File: src/rtl/card_flip_ctrl.sv
// card_flip_ctrl: 16-card flip game sequencer (shuffle request, pair compare, mismatch display, win)
module card_flip_ctrl #(
  parameter int SHOW_CYCLES = 25_000_000
) (
  input  logic        clk,
  input  logic        reset,
  input  logic        new_game,
  input  logic        sel_valid,
  input  logic [3:0]  sel_idx,
  input  logic [47:0] map,
  input  logic        map_done,
  output logic        shuffle_start,
  output logic [15:0] face_up,
  output logic [15:0] matched,
  output logic [7:0]  attempts,
  output logic [3:0]  pairs_found,
  output logic        sel_reject,
  output logic        busy,
  output logic        win
);
  localparam int TW = SHOW_CYCLES > 1 ? $clog2(SHOW_CYCLES) : 1;
  typedef enum logic [2:0] {IDLE, WAIT_MAP, PICK1, PICK2, COMPARE, SHOW, WIN} state_t;
  state_t state, state_n;
  logic [47:0] map_q, map_n;
  logic [3:0] first, first_n, second, second_n, pairs_n;
  logic [TW-1:0] timer, timer_n;
  logic [15:0] face_n, matched_n;
  logic [7:0] att_n;
  logic ss_n, rej_n;
  logic [2:0] val_a, val_b;
  assign val_a = map_q[3*first +: 3];
  assign val_b = map_q[3*second +: 3];
  always_comb begin
    state_n = state;
    map_n = map_q;
    first_n = first;
    second_n = second;
    timer_n = timer;
    face_n = face_up;
    matched_n = matched;
    att_n = attempts;
    pairs_n = pairs_found;
    ss_n = 1'b0;
    rej_n = 1'b0;
    if (new_game && state != WAIT_MAP) begin
      state_n = WAIT_MAP;
      ss_n = 1'b1;
      face_n = '0;
      matched_n = '0;
      att_n = '0;
      pairs_n = '0;
      rej_n = sel_valid;
    end else begin
      case (state)
        IDLE: rej_n = sel_valid;
        WAIT_MAP: begin
          rej_n = sel_valid;
          if (map_done) begin
            map_n = map;
            state_n = PICK1;
          end
        end
        PICK1: if (sel_valid) begin
          if (face_up[sel_idx]) rej_n = 1'b1;
          else begin
            face_n[sel_idx] = 1'b1;
            first_n = sel_idx;
            state_n = PICK2;
          end
        end
        PICK2: if (sel_valid) begin
          if (sel_idx == first || face_up[sel_idx]) rej_n = 1'b1;
          else begin
            face_n[sel_idx] = 1'b1;
            second_n = sel_idx;
            att_n = attempts + 8'(attempts != 8'hff);
            state_n = COMPARE;
          end
        end
        COMPARE: begin
          rej_n = sel_valid;
          if (val_a == val_b) begin
            matched_n[first] = 1'b1;
            matched_n[second] = 1'b1;
            pairs_n = pairs_found + 4'd1;
            state_n = pairs_found == 4'd7 ? WIN : PICK1;
          end else begin
            timer_n = TW'(SHOW_CYCLES - 1);
            state_n = SHOW;
          end
        end
        SHOW: begin
          rej_n = sel_valid;
          timer_n = timer == '0 ? '0 : timer - TW'(1);
          if (timer == '0) begin
            face_n[first] = 1'b0;
            face_n[second] = 1'b0;
            state_n = PICK1;
          end
        end
        WIN: begin
          rej_n = sel_valid;
          face_n = '1;
          matched_n = '1;
        end
        default: state_n = IDLE;
      endcase
    end
  end
  always_ff @(posedge clk or posedge reset) begin
    if (reset) begin
      state <= IDLE;
      map_q <= '0;
      first <= '0;
      second <= '0;
      timer <= '0;
      face_up <= '0;
      matched <= '0;
      attempts <= '0;
      pairs_found <= '0;
      shuffle_start <= 1'b0;
      sel_reject <= 1'b0;
      busy <= 1'b0;
      win <= 1'b0;
    end else begin
      state <= state_n;
      map_q <= map_n;
      first <= first_n;
      second <= second_n;
      timer <= timer_n;
      face_up <= face_n;
      matched <= matched_n;
      attempts <= att_n;
      pairs_found <= pairs_n;
      shuffle_start <= ss_n;
      sel_reject <= rej_n;
      busy <= state_n == WAIT_MAP || state_n == COMPARE || state_n == SHOW;
      win <= state_n == WIN;
    end
  end
endmodule

File: config.mk
export PLATFORM = sky130hd
export DESIGN_NAME = card_flip_ctrl
export DESIGN_NICKNAME = d
export VERILOG_FILES = /design/src/rtl/card_flip_ctrl.sv
export SDC_FILE = /design/constraint.sdc
export NUM_CORES = 1
export LEC_CHECK = 0
export ABC_AREA = 1
export CORE_MARGIN = 5
export CORE_UTILIZATION = 60
export CTS_BUF_LIST = sky130_fd_sc_hd__clkbuf_16
export CTS_CLUSTER_SIZE = 8
export DETAILED_ROUTE_END_ITERATION = 16
export GPL_ROUTABILITY_DRIVEN = 0
export HOLD_SLACK_MARGIN = 0.06
export MAX_ROUTING_LAYER = met4
export PLACE_DENSITY = 0.95
export SYNTH_ARGS = -nofsm -noshare
export SYNTH_HDL_FRONTEND = slang
export SYNTH_SLANG_ARGS = --single-unit
File: constraint.sdc
create_clock -name clk -period 7.95 [get_ports clk]
set_input_delay 2.385 -clock clk [delete_from_list [all_inputs] [get_ports clk]]
set_output_delay 2.385 -clock clk [all_outputs]
set_load 0.01 [all_outputs]
# [Word level (Yosys, flattened, before mapping)]
# Cells that the tools add are included.
[classes] add_sub_neg=3 multipliers=2 magnitude_cmp=6 n_eq_ne=23 n_shift=2 muxes=45 n_bitwise=10 reduce_logical=26
[ops] op="two-way mux 16 bit" n=8
[ops] op="variable part select 48 x 7 -> 3 bit" n=2
[ops] op="one-hot mux 16 bit (4 select lines)" n=1
[ops] op="two-way mux 25 bit" n=2
[ops] op="one-hot mux 25 bit (2 select lines)" n=1
[ops] op="OR 16 bit" n=3
[ops] op="bitwise AND 16 bit" n=2
[ops] op="two-way mux 8 bit" n=4
[ops] op="inverter 16 bit" n=2
[ops] op="one-hot mux 16 bit (2 select lines)" n=1
[ops] op="two-way mux 3 bit" n=9
[ops] op="zero test 25 bit" n=1
[ops] op="subtractor 25 x 1 -> 25 bit (second input constant)" n=1
[ops] op="equality test 3 bit (second input constant)" n=6
[ops] op="!= test 3 bit (second input constant)" n=6
[ops] op="one-hot mux 3 bit (6 select lines)" n=1
[ops] op="< comparator 4 x 5 -> 1 bit (second input constant)" n=3
[ops] op="demux 1 bit (select 4 bit)" n=3
[ops] op="greater-or-equal comparator 4 x 1 -> 1 bit (second input constant)" n=3
[ops] op="multiplier 2 x 4 -> 6 bit (first input constant)" n=2
[ops] op="two-way mux 4 bit" n=3
[ops] op="two-way mux 1 bit" n=10
[ops] op="nonzero test 2 bit" n=5
[ops] op="AND reduction 3 bit" n=3
[ops] op="other kinds (23)" n=35
[word_totals] reg_bits=132 input_bits=57 wordCells=130

# [Longest topological paths before layout]
[logic_depth] word_depth=10 ltp_mapped=19 depth_no_buf=17

# [Worst setup path after synthesis]
# Ideal clock, no wire load.
[synth_timing] kind="input-to-reg" startpoint="input port sel_idx[0]" endpoint="register attempts[4]" setup_ns=0.077 arrival_ns=3.774 required_time_ns=7.873 setup_slack_ns=4.099 cell_stages=16 path_buffers=3 cell_sequence="buf_6 > buf_6 > nand2_1 > nand2_1 > nand2_1 > nand2_1 > nand2_1 > nand2_1 > nor2_4 > nand4_2 > inv_2 > nand2_1 > buf_2 > a21oi_1 > o21ai_0 > o21ai_1"
[synth_via] elab_chain_cells=5
[synth_rtl] item="start: declaration" line_no="9" text="input logic [3:0] sel_idx,"
[synth_rtl] item="binary-select mux 1 bit (select 4 bit)" line_no="72" text="if (sel_idx == first || face_up[sel_idx]) rej_n = 1'b1;"
[synth_rtl] item="two-way mux 1 bit (implied by the code)" line_no="72"
[synth_rtl] item="logical OR 1 bit *" line_no="72"
[synth_rtl] item="!= test 2 bit (no source line) *"
[synth_rtl] item="AND reduction 3 bit (no source line) *"
[synth_rtl] item="end signal: assignment" line_no="133" text="attempts <= att_n;"
[synth_rtl] item="end: declaration" line_no="15" text="output logic [7:0] attempts,"
# Every way passes the cells marked *; elsewhere a longest branch is shown, timed or not. The select of a mux whose other input is x is not followed.
# A chain may end at the register's enable or synchronous reset.

# [Worst setup path in the final report]
[layout_timing] startpoint="input port sel_idx[0]" endpoint="register face_up[0]"
[layout_via] elab_chain_cells=9
[layout_rtl] item="< comparator 4 x 5 -> 1 bit (implied by the code) / greater-or-equal comparator 4 x 1 -> 1 bit (equally long branches)" line_no="66, 74"
[layout_rtl] item="logical AND 1 bit (implied by the code)" line_no="66, 74"
[layout_rtl] item="two-way mux 1 bit (implied by the code)" line_no="66, 74"
[layout_rtl] item="demux 1 bit (select 4 bit)" line_no="66, 74"
[layout_rtl] item="OR 16 bit (no source line)"
[layout_rtl] item="two-way mux 16 bit, on equally long branches" line_no="72, 64"
[layout_rtl] item="two-way mux 16 bit, on equally long branches" line_no="71, 63"
[layout_rtl] item="one-hot mux 16 bit (4 select lines)" line_no="54" text="case (state)"
[layout_rtl] item="two-way mux 16 bit" line_no="45" text="if (new_game && state != WAIT_MAP) begin"
[layout_rtl] item="end signal: assignment" line_no="131" text="face_up <= face_n;"
[layout_rtl] item="end: declaration" line_no="13" text="output logic [15:0] face_up,"
# Parallel ways exist; a longest one is shown, timed or not. The select of a mux whose other input is x is not followed.

==> impl_metrics.yaml <==
timing:
  setup_tns_ns: 0
  timing.final.ws_setup_ns: 3.15
  max_slew_margin: 0.411
  rsz0062_at_grt: "no"
  fin_hold_ws_ns: 0.492
  fin_crit_sh: 0.604
  setup_viol: 0
  hold_viol_final: 0
  max_freq_ghz: 0.208
  fin_skew_ns: 0.00874
  slew_violations: 0
  tightest_slew_ns: 0.875
  final.min_clock_period_ns: 4.80
drt:
  vias: 8607
  drt_wl_total_um: 23800
  drtIter0Drc: 1162
  wire_per_inst_um: 16.5
  first_pass_iters: 7
  drt.antenna.violating_nets: 0
  drc: 0
  via_per_inst: 5.97
critical_path:
  worstPathBufferInverterCount: 3
  required_ns: 8.30
  slowest_delay_ns: 0.86
  critical_path.top_delay_family: "buffers and inverters"
  startpoint: "sel_idx[0]"
  rr_startpoint: "second[1]"
  crit_arrival_ns: 5.15
  cp_common_cell: "nand2_1"
  critPathLaunchType: "input pin"
  path_class: "in2reg"
  cp-end-kind: "flip-flop"
  slowest_stage: "clkdlybuf4s50_1"
  cp_max_fo: 23
  path_cells: "clkdlybuf4s50_1, inv_2, nand2_1, nand2_1, nand2_1, nand2_1, nand2_1, nand2_1, nor2_4, nor2_1, nor2_1, nand3_2, clkinv_1, nand2_1, a21oi_1"
synthesis:
  syn_area_per_cell_sq_um: 7.01
  async_flop_share: 1.00
  syn-instance-count: 1172
  synth_flop_cell: "dfrtp_1"
  synth_seq_cells: 132
  synth_area_sq_um: 8220
  synth.distinct_cells: 39
  yosys_warnings: 0
  seq_area_frac_synth: 0.402
  synth-edff-count: 0
  syn-num-nets: 1233
place:
  dpl_worst_slack_ns: 2.81
  port_buffers: 104
  postPlaceCellArea_sq_um: 9250
  place_hpwl_um: 16200
cells_and_area:
  fin_nets: 1314
  num_antenna_cells: 0
  area_growth_pct: 19.3
  fillers: 968
  drive_above_1_share: 0.0735
  final_area_sq_um: 9800
grt:
  top_usage_layer: "met2"
  grt_pass1_vias: 8163
  antenna_found_initial: 0
  met2_usage: 0.466
  grt_max_degree: 64
  grt_pass1_wl_um: 38700
  grt_overflow: 0
  track_usage: 0.304
  met1_usage: 0.385
  met3_usage: 0.0806
outcome:
  run_status: "complete, no violations"
run:
  max_cap_viol_count: 0
power_and_ir_drop:
  p_leak_uw: 0.00476
  vdd.ir_drop.worst_v: 0.000257
  powerDensity_nw_per_um2: 405
clock_tree:
  cts_buffers: 17
  cts_resized: 0
  postCtsSetupBuffers: 0
  clockBufferDepth: 2
  worstSkewPairLatency_ns: 0.43
  cts_tree: "done"
  hold_buffers: 0
  cts_root_buf: "clkbuf_16"
  clk_pin_slew_ns: 0.06
  h-tree-depth: 4
  cts_sinks: 132
floorplan:
  initial_core_util: 0.615
  core_area_sq_um: 13300
  pin_count: 105
  die_y_um: 127
  rows: 42
  dieArea_sq_um: 16100
  die_width_um: 127
hold_path:
  hp-class: "reg2reg"
  min_from: "timer[1]"
[through the flow]
stage,utilization,instances,power (uW)
2_1_floorplan,-,1172,2600
3_3_place_gp,0.693,1410,3050
3_5_place_dp,0.693,1410,3130
4_1_cts,0.734,1442,3910
5_1_grt,0.734,1442,4240
6_report,0.734,1442,3970
[logic make-up after synthesis]
group	Yosys count	synth area share
xor gates and xnor gates	16	0.0171
and+or+nand+nor	641	0.323
AOI/OAI and AO/OA	183	0.119
DFF	132	0.402
adders and majority gates	4	0.00609
buffers and inverters	162	0.0864
muxes	34	0.0466
[report_power, final]
part	internal (uW)	total, uW	switching, uW
Combinational	746	1990	1250
Sequential	940	1230	290
Clock	450	743	293
Total	2140	3970	1830
[state kept, by name (all words and copies together) (netlist names), 3 cells and up]
signal / flops
map_q: 48
timer: 25
face_up: 16
matched: 16
attempts: 8
first: 4
pairs_found: 4
second: 4
state: 3
[layer usage]
metal	part of all wire	vias up	routed length [um]
li1	-	3955	-
met5	0	-	0
met3	0.12	102	2880
met2	0.47	564	11100
met1	0.37	3986	8910
met4	0.038	0	901
[cells in the mapped netlist (2+ instances only)]
library cell  number  share of area
o22ai_1            6         0.0046
o21ai_1           35          0.021
o21ai_0           53          0.032
or2_2              4         0.0030
mux2_2            34          0.047
dfrtp_1          132           0.40
buf_1              2        0.00091
buf_6              6         0.0082
nor2_1           120          0.055
nand3_1           36          0.022
nand4_1           31          0.024
inv_2              9         0.0041
inv_1            101          0.046
buf_4             11          0.010
nor3_1            25          0.015
nor2_4             2         0.0027
a21oi_1           66          0.040
a22oi_1            8         0.0073
a31oi_1            6         0.0046
nand3_2            2         0.0024
nand2_1          410           0.19
ha_1               4         0.0061
clkbuf_1          19         0.0087
xor2_1            10          0.011
nand2_2            3         0.0023
xnor2_1            6         0.0064
clkinv_1           2        0.00091
o31ai_1            6         0.0055
buf_2             12         0.0073
nor4_1             2         0.0015
[worst register-to-register path, cell delays in order (launching register included)]
cell	delay, ns
dfrtp_1	0.83
inv_1	0.46
nand2_1	0.18
nand2_1	0.06
nand2_1	0.05
nand2_1	0.09
nor2_1	0.14
nand2_1	0.11
nand2_2	0.11
nand4_4	0.38
nand2_4	0.53
inv_1	0.20
nand2_1	0.12
nand2_1	0.07
[cells in the final DEF, fill, tap and decap left out, types with 8 or more instances in the layout]
cell type        count
nand3_1             36
a22oi_1              8
buf_4                8
nor2_1             120
o21ai_1             35
clkbuf_16           17
clkinv_1             8
dfrtp_1            132
a21oi_1             66
o21ai_0             53
clkdlybuf4s50_1    104
nand4_1             31
xor2_1              10
inv_1              101
mux2_2              34
inv_2                9
nor3_1              25
nand2_1            409
[final timing paths]
check	end	depth (start not counted)	slack, ns
max	face_up[0]	15	3.15
min	timer[1]	2	0.49
max reg2reg	timer[10]	13	4.49
min reg2reg	timer[1]	2	0.49
max in group asynchronous	face_up[1]	3	4.64
min in group asynchronous	map_q[43]	2	2.28
[layout make-up]
| class | instances | area, sq um | share of cell area |
|---|---|---|---|
| Clock buffer | 17 | 425 | 0.0434 |
| Clock inverter | 15 | 123 | 0.0125 |
| Inverter | 112 | 423 | 0.0432 |
| Multi-Input combinational cell | 878 | 4210 | 0.429 |
| Timing Repair Buffer | 112 | 1100 | 0.112 |
| Sequential cell | 132 | 3300 | 0.337 |
| Tap cell | 176 | 220 | 0.0225 |
Power figures use the tool's default switching activity.
